<file path="config.mk">
export PLATFORM = sky130hd
export DESIGN_NAME = instr_fetch
export DESIGN_NICKNAME = d
export VERILOG_FILES = /design/src/rtl/rv32i_pkg.sv /design/src/rtl/instr_fetch_if_out_reg.sv /design/src/rtl/instr_fetch.sv
export SDC_FILE = /design/constraint.sdc
export NUM_CORES = 1
export LEC_CHECK = 0
export CAP_MARGIN = 20
export CORE_ASPECT_RATIO = 1.25
export CORE_MARGIN = 2
export CORE_UTILIZATION = 45
export CTS_CLUSTER_DIAMETER = 30
export DETAILED_ROUTE_END_ITERATION = 6
export PLACE_DENSITY = 0.79
export REMOVE_ABC_BUFFERS = 1
export SLEW_MARGIN = 20
export SYNTH_ARGS = -nofsm -noshare
export SYNTH_HDL_FRONTEND = slang
export SYNTH_SLANG_ARGS = --single-unit
</file>
<file path="constraint.sdc">
create_clock -name iCLK -period 2.2 [get_ports iCLK]
set_input_delay 0.33 -clock iCLK [delete_from_list [all_inputs] [get_ports iCLK]]
set_output_delay 0.33 -clock iCLK [all_outputs]
set_load 0.01 [all_outputs]
</file>
<file path="src/rtl/rv32i_pkg.sv">
// Shared RV32I constants and the fetch FSM state encoding.
package rv32i_pkg;

    localparam logic [31:0] NOP_INSTR        = 32'h0000_0013;
    localparam logic [31:0] RESET_PC_DEFAULT = 32'h0000_0000;
    localparam int unsigned PC_INC           = 4;

    typedef enum logic {
        ISSUE = 1'b0,
        WAIT  = 1'b1
    } fetch_state_t;

endpackage

</file>
<file path="src/rtl/instr_fetch_if_out_reg.sv">
// One-entry valid/ready holding register for a fetched instruction and its PC.
module if_out_reg
    import rv32i_pkg::*;
#(
    parameter int DATA_W = 32,
    parameter int PC_W   = 32
) (
    input  logic              iCLK,
    input  logic              iRST_n,
    input  logic              flush,
    input  logic              load,
    input  logic [DATA_W-1:0] load_instr,
    input  logic [PC_W-1:0]   load_pc,
    input  logic              out_ready,
    output logic              out_valid,
    output logic [DATA_W-1:0] out_instr,
    output logic [PC_W-1:0]   out_pc
);

    logic              valid_reg, valid_next;
    logic [DATA_W-1:0] instr_reg;
    logic [PC_W-1:0]   pc_reg;

    // Flush wins over load; a transfer with no new load empties the slot.
    always_comb begin
        valid_next = valid_reg;
        if (flush)
            valid_next = 1'b0;
        else if (load)
            valid_next = 1'b1;
        else if (out_ready)
            valid_next = 1'b0;
    end

    always_ff @(posedge iCLK or negedge iRST_n) begin
        if (!iRST_n) begin
            valid_reg <= 1'b0;
            instr_reg <= DATA_W'(NOP_INSTR);
            pc_reg    <= '0;
        end else begin
            valid_reg <= valid_next;
            if (load && !flush) begin
                instr_reg <= load_instr;
                pc_reg    <= load_pc;
            end
        end
    end

    assign out_valid = valid_reg;
    assign out_instr = instr_reg;
    assign out_pc    = pc_reg;

endmodule

</file>
<file path="src/rtl/instr_fetch.sv">
// RV32I instruction fetch: PC owner, addr/ready memory initiator, one-word prefetch.
module instr_fetch
    import rv32i_pkg::*;
#(
    parameter int          PC_W       = 32,
    parameter int          MEM_ADDR_W = 8,
    parameter int          DATA_W     = 32,
    parameter logic [31:0] RESET_PC   = RESET_PC_DEFAULT
) (
    input  logic                  iCLK,
    input  logic                  iRST_n,
    input  logic                  fetch_en,
    output logic [MEM_ADDR_W-1:0] mem_addr,
    input  logic                  mem_ready,
    input  logic [DATA_W-1:0]     mem_data,
    output logic                  if_valid,
    input  logic                  if_ready,
    output logic [DATA_W-1:0]     if_instr,
    output logic [PC_W-1:0]       if_pc,
    input  logic                  redirect_valid,
    input  logic [PC_W-1:0]       redirect_pc,
    output logic                  fetch_err
);

    localparam logic [PC_W-1:0] RESET_PC_L = PC_W'(RESET_PC);

    fetch_state_t          state_reg, state_next;
    logic [PC_W-1:0]       pc_reg, pc_next;
    logic [MEM_ADDR_W-1:0] mem_addr_reg;
    logic                  fetch_err_reg;
    logic                  slot_free;
    logic                  capture;

    assign slot_free = !if_valid || if_ready;

    always_ff @(posedge iCLK or negedge iRST_n) begin
        if (!iRST_n)
            state_reg <= ISSUE;
        else
            state_reg <= state_next;
    end

    always_comb begin
        state_next = state_reg;
        if (redirect_valid) begin
            state_next = ISSUE;
        end else begin
            case (state_reg)
                ISSUE:   if (fetch_en) state_next = WAIT;
                WAIT:    if (mem_ready && slot_free) state_next = ISSUE;
                default: state_next = ISSUE;
            endcase
        end
    end

    // mem_ready is only meaningful once the address has been held for a full cycle.
    always_comb begin
        capture = (state_reg == WAIT) && mem_ready && slot_free && !redirect_valid;
        pc_next = pc_reg;
        if (redirect_valid)
            pc_next = {redirect_pc[PC_W-1:2], 2'b00};
        else if (capture)
            pc_next = pc_reg + PC_W'(PC_INC);
    end

    always_ff @(posedge iCLK or negedge iRST_n) begin
        if (!iRST_n) begin
            pc_reg        <= RESET_PC_L;
            mem_addr_reg  <= RESET_PC_L[MEM_ADDR_W+1:2];
            fetch_err_reg <= 1'b0;
        end else begin
            pc_reg        <= pc_next;
            mem_addr_reg  <= pc_next[MEM_ADDR_W+1:2];
            fetch_err_reg <= redirect_valid && (redirect_pc[1:0] != 2'b00);
        end
    end

    assign mem_addr  = mem_addr_reg;
    assign fetch_err = fetch_err_reg;

    if_out_reg #(
        .DATA_W (DATA_W),
        .PC_W   (PC_W)
    ) u_out_reg (
        .iCLK       (iCLK),
        .iRST_n     (iRST_n),
        .flush      (redirect_valid),
        .load       (capture),
        .load_instr (mem_data),
        .load_pc    (pc_reg),
        .out_ready  (if_ready),
        .out_valid  (if_valid),
        .out_instr  (if_instr),
        .out_pc     (if_pc)
    );

endmodule

</file>
==> flow_summary.yaml <==
outcome:
  status: "completed"
setup_path:
  cp.arrival_ns: 2.04
  rrSetupSlack_ns: 0.36
  cp.required_ns: 2.40
  crit_type: "reg -> reg"
  critPathLaunchType: "flop"
  critPathMaxFanout: 9
  crit_path_end_kind: "flop"
sta:
  slew_violations: 0
  relSlewSlack: 0.612
  rsz0062_at_grt: "no"
  worst_pin_slew_ns: 0.579
  fin_skew_ns: 0.00426
  fin_crit_ns: 1.84
  hold_violations: 0
  holdWs_ns: 0.503
  fmax_mhz: 545
  fin_crit_sh: 0.835
  finalSetupViolations: 0
cells_and_area:
  drive_gt1_frac: 0.197
  antenna_cells: 0
  largest_reg_flops: 32
  fill_cells: 683
  area_growth_pct: 44.2
  stdcell_area_mm2: 0.00606
  final_nets: 549
floorplan:
  die_w_um: 90.4
  die_h_um: 112
  coreArea_mm2: 0.00913
  start_util: 0.461
  rows: 39
  dieArea_mm2: 0.0101
  pin_count: 144
yosys:
  synth_area_leaders: "dfrtp_1, mux2_2, xor2_1, nand2_1, nand4_1"
  synth.largest_area_cell: "dfrtp_1"
  post-synth-top-count-cell: "dfrtp_1"
  ys_types: 35
  ys_seq_area_frac: 0.567
  synth-seq-cells: 95
  synth_edf_count: 0
  synth_top_area_share: 0.548
  yosysWarnings: 0
  avgSynthCellArea_um2: 12.3
  syn_area_mm2: 0.00420
  synth_common_cells: "dfrtp_1, mux2_2, nand2_1, xor2_1, o21ai_0"
  synthArstFlopShare: 1.00
  synth_cells: 343
  synth_flop_cell: "dfrtp_1"
global_routing:
  grt.total_usage: 0.200
  grt_antenna_before_repair: 0
  grt_pass1_vias: 3147
  grt_max_degree: 64
  grt_pass1_wl_mm: 15.9
  overflow: 0
cts:
  clock-root-buffer: "clkbuf_16"
  insertion_delay_ns: 0.34
  clock_path_buffers: 2
  numCtsBuffers: 9
  htree_levels: 3
  cts.sinks: 95
  clk_pin_slew_worst_paths_ns: 0.06
  cts_tree: "done"
  cts_resized: 0
routing:
  via_per_inst: 5.11
  drt_iter0_drc: 106
  drtPass1Iterations: 4
  vias: 3099
  drc: 0
  antenna_left: 0
  routedWlPerCell_um: 15.9
  drt_wl_total_mm: 9.65
place:
  placed_cell_area_mm2: 0.00570
  place.port_buffers: 141
  dp_hpwl_mm: 6.90
  routabilityCongestion: 0.763
power:
  ir_drop_mv: 0.389
  total_power_uw: 5590
  power.leakage_uw: 0.00248
  powerDensity_mw_per_mm2: 923
min_path:
  hp-class: "reg -> reg"
job:
  max-cap-violations: 0
==> what timing repair did <==
item                      in CTS  in global routing
setup buffers                  0                  0
hold endpoints to repair      15                  0
hold buffers                   1                  0
==> through the flow <==
step / TNS, ns / cells / worst slack, ns / util
3_3_place_gp: 0 / 589 / 0.169 / 0.625
3_5_place_dp: 0 / 589 / 0.152 / 0.625
6_report: 0 / 606 / 0.364 / 0.664
4_1_cts: 0 / 606 / 0.348 / 0.664
2_1_floorplan: -86.62 / 318 / -1.40 / -
5_1_grt: 0 / 606 / 0.160 / 0.664
==> worst max-delay path, stage by stage (launching register included) <==
cell	delay, ns
dfrtp_1	0.51
nand4_2	0.18
nor4_4	0.55
nand4_1	0.20
xor2_1	0.18
o21ai_1	0.07
==> logic make-up (layout without fill, tap and decap cells) <==
kind of cell             after synthesis  in the layout  synth area share
flip-flops                            95             95             0.567
AND/OR/NAND/NOR                       95             95             0.127
multiplexers                          63             63             0.169
AO/OA/AOI/OAI                         32             32            0.0387
XOR/XNOR                              29             29            0.0604
buffers and inverters                 27            166            0.0351
adder cells (fa/ha/maj)                1              1           0.00298
other                                  1              2          0.000892
==> worst paths after layout <==
kind / from / depth (start not counted) / end
max: pc_reg[7] / 5 / pc_reg[28]
min: u_out_reg.out_pc[30] / 1 / u_out_reg.out_pc[30]
max reg2reg: pc_reg[7] / 5 / pc_reg[28]
min reg2reg: u_out_reg.out_pc[30] / 1 / u_out_reg.out_pc[30]
max in group asynchronous: iRST_n / 3 / u_out_reg.out_pc[16]
min in group asynchronous: iRST_n / 2 / u_out_reg.out_instr[27]
==> where the power goes <==
part / leakage, uW / internal, uW / switching (uW) / total (uW)
sequential: 0.00115 / 2130 / 243 / 2370
combinational: 0.00116 / 956 / 527 / 1480
clock: 0.000169 / 1120 / 617 / 1740
total: 0.00248 / 4200 / 1390 / 5590
==> per-layer routing <==
metal	vias up	GRT usage	wire length (um)
met5	-	0	0
met4	0	0.0985	225
met3	16	0.0430	598
met2	123	0.330	4690
met1	1498	0.253	4140
li1	1462	-	-
==> final cells by class <==
type                    count  area [um2]  share of cell area
inverters                   1        3.75            0.000620
repair buffers            149        1490               0.246
well taps                 123         154              0.0254
clock inverters             2        60.1             0.00991
multi-input cells         222        1680               0.278
flip-flops and latches     95        2380               0.393
clock buffers              14         284              0.0469
==> cell usage in the layout, fill, tap and decap left out, types with 2 or more instances in the layout <==
master	n
nand2_1	36
dfstp_2	3
buf_4	6
conb_1	2
nand2b_1	2
mux2_2	62
clkbuf_8	4
and2_1	5
xnor2_1	6
nor3_1	4
o21ai_1	11
dfrtp_1	92
and3_1	7
o21ai_0	19
clkbuf_16	9
and4_1	2
buf_12	2
xor2_1	23
nor2_1	4
nand3_1	8
nand4_1	18
clkdlybuf4s50_1	139
bufinv_16	2
(Power assumes the default switching activity.)
